===== src/rtl/bus_if_ctrl.sv =====
`default_nettype none
// ============================================================================
// Module : bus_if_ctrl
// Routes one MEM-stage access to the scratch-pad memory or the arbitrated bus.
// Rev    : 1.0
// ============================================================================
module bus_if_ctrl #(
  parameter logic [2:0]  SPM_TAG = 3'b000,
  parameter int unsigned TIMEOUT = 255
) (
  input  logic        clk,
  input  logic        reset_,
  input  logic        stall,
  input  logic        flush,
  output logic        busy,
  input  logic [29:0] addr,
  input  logic        as_,
  input  logic        rw,
  input  logic [31:0] wr_data,
  output logic [31:0] rd_data,
  output logic        bus_err,
  output logic [29:0] spm_addr,
  output logic        spm_as_,
  output logic        spm_rw,
  output logic [31:0] spm_wr_data,
  input  logic [31:0] spm_rd_data,
  output logic        bus_req_,
  input  logic        bus_grnt_,
  output logic [29:0] bus_addr,
  output logic        bus_as_,
  output logic        bus_rw,
  output logic [31:0] bus_wr_data,
  input  logic [31:0] bus_rd_data,
  input  logic        bus_rdy_
);

  localparam logic       c_READ      = 1'b1;
  localparam logic [7:0] c_TMO_LAST  = 8'(TIMEOUT - 1);

  localparam logic [1:0] c_ST_IDLE   = 2'd0;
  localparam logic [1:0] c_ST_REQ    = 2'd1;
  localparam logic [1:0] c_ST_ACCESS = 2'd2;
  localparam logic [1:0] c_ST_STALL  = 2'd3;

  logic [1:0]  r_state;
  logic [1:0]  w_next_state;
  logic        r_bus_req_;
  logic        r_bus_as_;
  logic        r_bus_rw;
  logic [29:0] r_bus_addr;
  logic [31:0] r_bus_wr_data;
  logic [31:0] r_rd_buf;
  logic [7:0]  r_tmo_cnt;
  logic        r_bus_err;

  logic        w_spm_hit;
  logic        w_req;
  logic        w_tmo;
  logic [31:0] w_bus_rd;

  assign w_spm_hit = (addr[29:27] == SPM_TAG);
  assign w_req     = !as_ && !flush;
  assign w_tmo     = (r_tmo_cnt == c_TMO_LAST);
  // Writes return zero to the pipeline so a stale load value never leaks through.
  assign w_bus_rd  = (r_bus_rw == c_READ) ? bus_rd_data : 32'h0;

  assign spm_addr    = addr;
  assign spm_rw      = rw;
  assign spm_wr_data = wr_data;
  assign bus_req_    = r_bus_req_;
  assign bus_as_     = r_bus_as_;
  assign bus_rw      = r_bus_rw;
  assign bus_addr    = r_bus_addr;
  assign bus_wr_data = r_bus_wr_data;
  assign bus_err     = r_bus_err;

  always_ff @(posedge clk or negedge reset_) begin
    if (!reset_) r_state <= c_ST_IDLE;
    else         r_state <= w_next_state;
  end

  always_comb begin
    w_next_state = r_state;
    case (r_state)
      c_ST_IDLE:   if (w_req && !w_spm_hit) w_next_state = c_ST_REQ;
      c_ST_REQ:    if (!bus_grnt_) w_next_state = c_ST_ACCESS;
      c_ST_ACCESS: begin
        if (!bus_rdy_)  w_next_state = stall ? c_ST_STALL : c_ST_IDLE;
        else if (w_tmo) w_next_state = c_ST_IDLE;
      end
      c_ST_STALL:  if (!stall || flush) w_next_state = c_ST_IDLE;
      default:     w_next_state = c_ST_IDLE;
    endcase
  end

  always_comb begin
    busy    = 1'b0;
    rd_data = 32'h0;
    spm_as_ = 1'b1;
    case (r_state)
      c_ST_IDLE: begin
        if (w_req) begin
          if (w_spm_hit) begin
            spm_as_ = stall;
            rd_data = spm_rd_data;
          end else begin
            busy = 1'b1;
          end
        end
      end
      c_ST_REQ:    busy = 1'b1;
      c_ST_ACCESS: begin
        if (!bus_rdy_) rd_data = w_bus_rd;
        else           busy    = 1'b1;
      end
      c_ST_STALL:  rd_data = r_rd_buf;
      default:     ;
    endcase
  end

  always_ff @(posedge clk or negedge reset_) begin
    if (!reset_) begin
      r_bus_req_    <= 1'b1;
      r_bus_as_     <= 1'b1;
      r_bus_rw      <= c_READ;
      r_bus_addr    <= 30'h0;
      r_bus_wr_data <= 32'h0;
      r_rd_buf      <= 32'h0;
      r_tmo_cnt     <= 8'h0;
      r_bus_err     <= 1'b0;
    end else begin
      r_bus_as_ <= 1'b1;
      r_bus_err <= 1'b0;
      case (r_state)
        c_ST_IDLE: begin
          if (w_req && !w_spm_hit) begin
            r_bus_addr    <= addr;
            r_bus_rw      <= rw;
            r_bus_wr_data <= wr_data;
            r_bus_req_    <= 1'b0;
          end
        end
        c_ST_REQ: begin
          if (!bus_grnt_) begin
            r_bus_as_ <= 1'b0;
            r_tmo_cnt <= 8'h0;
          end
        end
        c_ST_ACCESS: begin
          // Ready wins over the timeout on the final permitted cycle.
          if (!bus_rdy_) begin
            r_rd_buf   <= w_bus_rd;
            r_bus_req_ <= 1'b1;
          end else if (w_tmo) begin
            r_bus_err  <= 1'b1;
            r_bus_req_ <= 1'b1;
            r_rd_buf   <= 32'h0;
          end else begin
            r_tmo_cnt <= r_tmo_cnt + 8'd1;
          end
        end
        default: ;
      endcase
    end
  end

endmodule
`default_nettype wire

===== config.mk =====
export PLATFORM = sky130hd
export DESIGN_NAME = bus_if_ctrl
export DESIGN_NICKNAME = d
export VERILOG_FILES = /design/src/rtl/bus_if_ctrl.sv
export SDC_FILE = /design/constraint.sdc
export NUM_CORES = 1
export LEC_CHECK = 0
export CORE_AREA = 2 2 116 118
export DETAILED_ROUTE_END_ITERATION = 8
export DIE_AREA = 0 0 118 120
export DONT_BUFFER_PORTS = 1
export PLACE_DENSITY_LB_ADDON = 0.05
export REMOVE_ABC_BUFFERS = 1
export SYNTH_ARGS = -nofsm -noshare
export SYNTH_HDL_FRONTEND = slang
export SYNTH_SLANG_ARGS = --single-unit

===== constraint.sdc =====
create_clock -name clk -period 3.9 [get_ports clk]
set_input_delay 0.78 -clock clk [delete_from_list [all_inputs] [get_ports clk]]
set_output_delay 0.78 -clock clk [all_outputs]
set_load 0.02 [all_outputs]

==> reports/summary.txt <==
Status = completed
Slew margin rel. = 49.88%
DR iter-0 viols = 259
Area leader, netlist = dfrtp_1
Starting Density = 40.14%
Fin. max-slew vios = 0
N_diodes = 0
Least-Margin Pin Slew = 743.9 ps
CTS Root Cell = clkbuf_16
Deepest clock path buffer count = 2
Die Y = 120 um
Layout cells sized above 1 = 25.92%
Core Region = 0.01298 mm^2
Crit-path max cell delay = 500 ps
Post-CTS Setup Inserts = 0
Critical path class = flop to output port
Post-DP HPWL = 8.129 mm
I/O Buffers = 0
Overall power = 4189 uW
Post-synth EDFFs = 0
CTS Sinks = 108
Remaining antenna violation count = 0
R2r worst-path depth = 6
Reg2reg setup slack = 2050 ps
Placement-stage cell area = 0.004812 mm^2
Commonest non-fill, non-tap cell in the layout = dfrtp_1
WL final = 11.46 mm
# H-tree levels = 3
Worst min-delay path class = primary input to async pin
Cells after Synth = 423
CP arrival = 2180 ps
WHS = 123.1 ps
Via Count = 3015
WP data required = 3120 ps
Syn avg cell area = 12.32 um^2
Fmax = 337.3 MHz
Total of max-cap violations = 0
Post-synthesis cell type count = 37
Clock Latency Late Sink = 350 ps
Critical R2R Capture = bus_req_
Largest delay share family, worst path = simple AND/OR/NAND/NOR gates
Total grt overflow = 0
DRC = 0
Setup-failing EPs final = 0
CP Launch Type = flop
Setup_tns = 0 ps
Global-route wire length before repair = 17.44 mm
Final core utilization = 39.20%
Tcrit/Tclk final = 76.02%
Seq cells post-synth = 108
Clock Skew = 6.312 ps
Power Density = 823.1 mW/mm^2
Primary FF master, synth = dfrtp_1
DR WL/cell = 21.59 um
Largest net degree at the start of global routing = 109
Crit-path max FO = 61
Synth warnings = 0
Global Route Usage Sum = 16.00%
CP max-delay cell = dfrtp_1
Worst Setup End Kind = output port
Worst vdd ir = 0.3938 mV
Clk slew on worst S/H paths = 70 ps
Synth area leaders = dfrtp_1 50%, mux2_2 14%, buf_4 9.2%
Die X = 118 um
Number of global-route vias before repair = 3099
Resize count post-CTS = 0
CTS Buf Count = 9
Mapped Area = 0.005210 mm^2
Cells along the critical path = nand2b_1 > nor3b_2 > buf_12 > a222oi_1 > inv_1
GP Congestion = 0.7211
TritonCTS clock tree = built
Share of the synthesized area in the top cell type = 50.43%
Commonest non-fill, non-tap cells in the layout = 105 x dfrtp_1, 63 x mux2_2, 34 x inv_1
Pre-antenna DRT Iters = 8
Async SR Flop Fraction = 100.0%
RSZ-0062 raised after global routing = no
Rows = 42
Initial antenna violation count = 0
Die ar. = 0.01416 mm^2
Critical R2R Launch = r_tmo_cnt[0]
Crit path buffers/inverters = 2
Crit path time final = 2965 ps
I/O Pins = 297
Post-route design area = 0.005089 mm^2
Hold Buf Count CTS = 0
Layout fillers = 1282
Leakage = 0.002421 uW
Via/cell ratio = 5.678
Register area share after synthesis = 51.95%
Synthesis-to-finish area growth = -2.330%
Layout Nets = 486
Final-report hold violation count = 0
## worst max-delay path by stage
stage	from	endpoint	slack (ps)	depth (start not counted)
detailed placement	addr[28]	rd_data[23]	980	5
global placement	addr[28]	rd_data[23]	1050	5
global route	r_state[0]	rd_data[23]	790	5
floorplan	bus_rdy_	rd_data[0]	-1970	3
CTS	r_state[0]	rd_data[29]	920	5
finish	r_state[0]	rd_data[29]	940	5
## Yosys cell counts (all sizes together) (2+ instances only)
cell	instances
dfrtp	105
inv	34
a222oi	32
dfstp	3
nor2	7
nand2	5
nand2b	3
o21a	2
and2	2
nand4	2
a22o	32
a21oi	7
a41o	2
o21ai	5
nand3	12
buf	85
clkbuf	5
mux2	63
and3	2
ha	2
nor3	2
## cells by family after synthesis
kind of cell	count (synthesis)	share of synthesized area, %
buf+inv	124	15.51
flops	108	51.95
compound gates	85	14.17
mux	63	13.62
simple gates	40	4.107
fa+ha+maj	2	0.4802
xor+xnor	1	0.1681
## per-layer routing
| metal | GRT usage [%] | part of all wire [%] |
|---|---|---|
| met5 | 0 | 0 |
| met4 | 6.401 | 1.9 |
| met3 | 5.133 | 7.6 |
| met2 | 26.60 | 51 |
| met1 | 19.30 | 40 |
## metrics by stage
step	setup slack, ps	instances
after floorplan	-1972	333
after CTS	917.6	531
after global routing	792.2	531
after detailed placement	984.7	515
after global placement	1053	515
final	935.2	531
## cell type report
class	instances	area, um^2	share of cell area, %
clock buffers	9	225.2	4.426
clock inverters	7	51.30	1.008
inverters	34	127.6	2.508
multi-input cells	191	1700	33.42
flip-flops and latches	108	2706	53.18
well taps	176	220.2	4.328
repair buffers	6	57.56	1.131
## flip-flops by register name, indices dropped and copies added, names as in the netlist
name,cells
bus_err,1
r_state,2
bus_wr_data,32
bus_addr,30
bus_rw,1
r_tmo_cnt,8
bus_req_,1
r_rd_buf,32
bus_as_,1
## report_power, final
group,internal (uW),switching [uW],leakage [uW]
logic,488,427,0.000948
registers,1620,801,0.00134
clock network,436,415,0.000132
total,2550,1640,0.00242
Note: power is estimated with default switching activity, not from simulation.
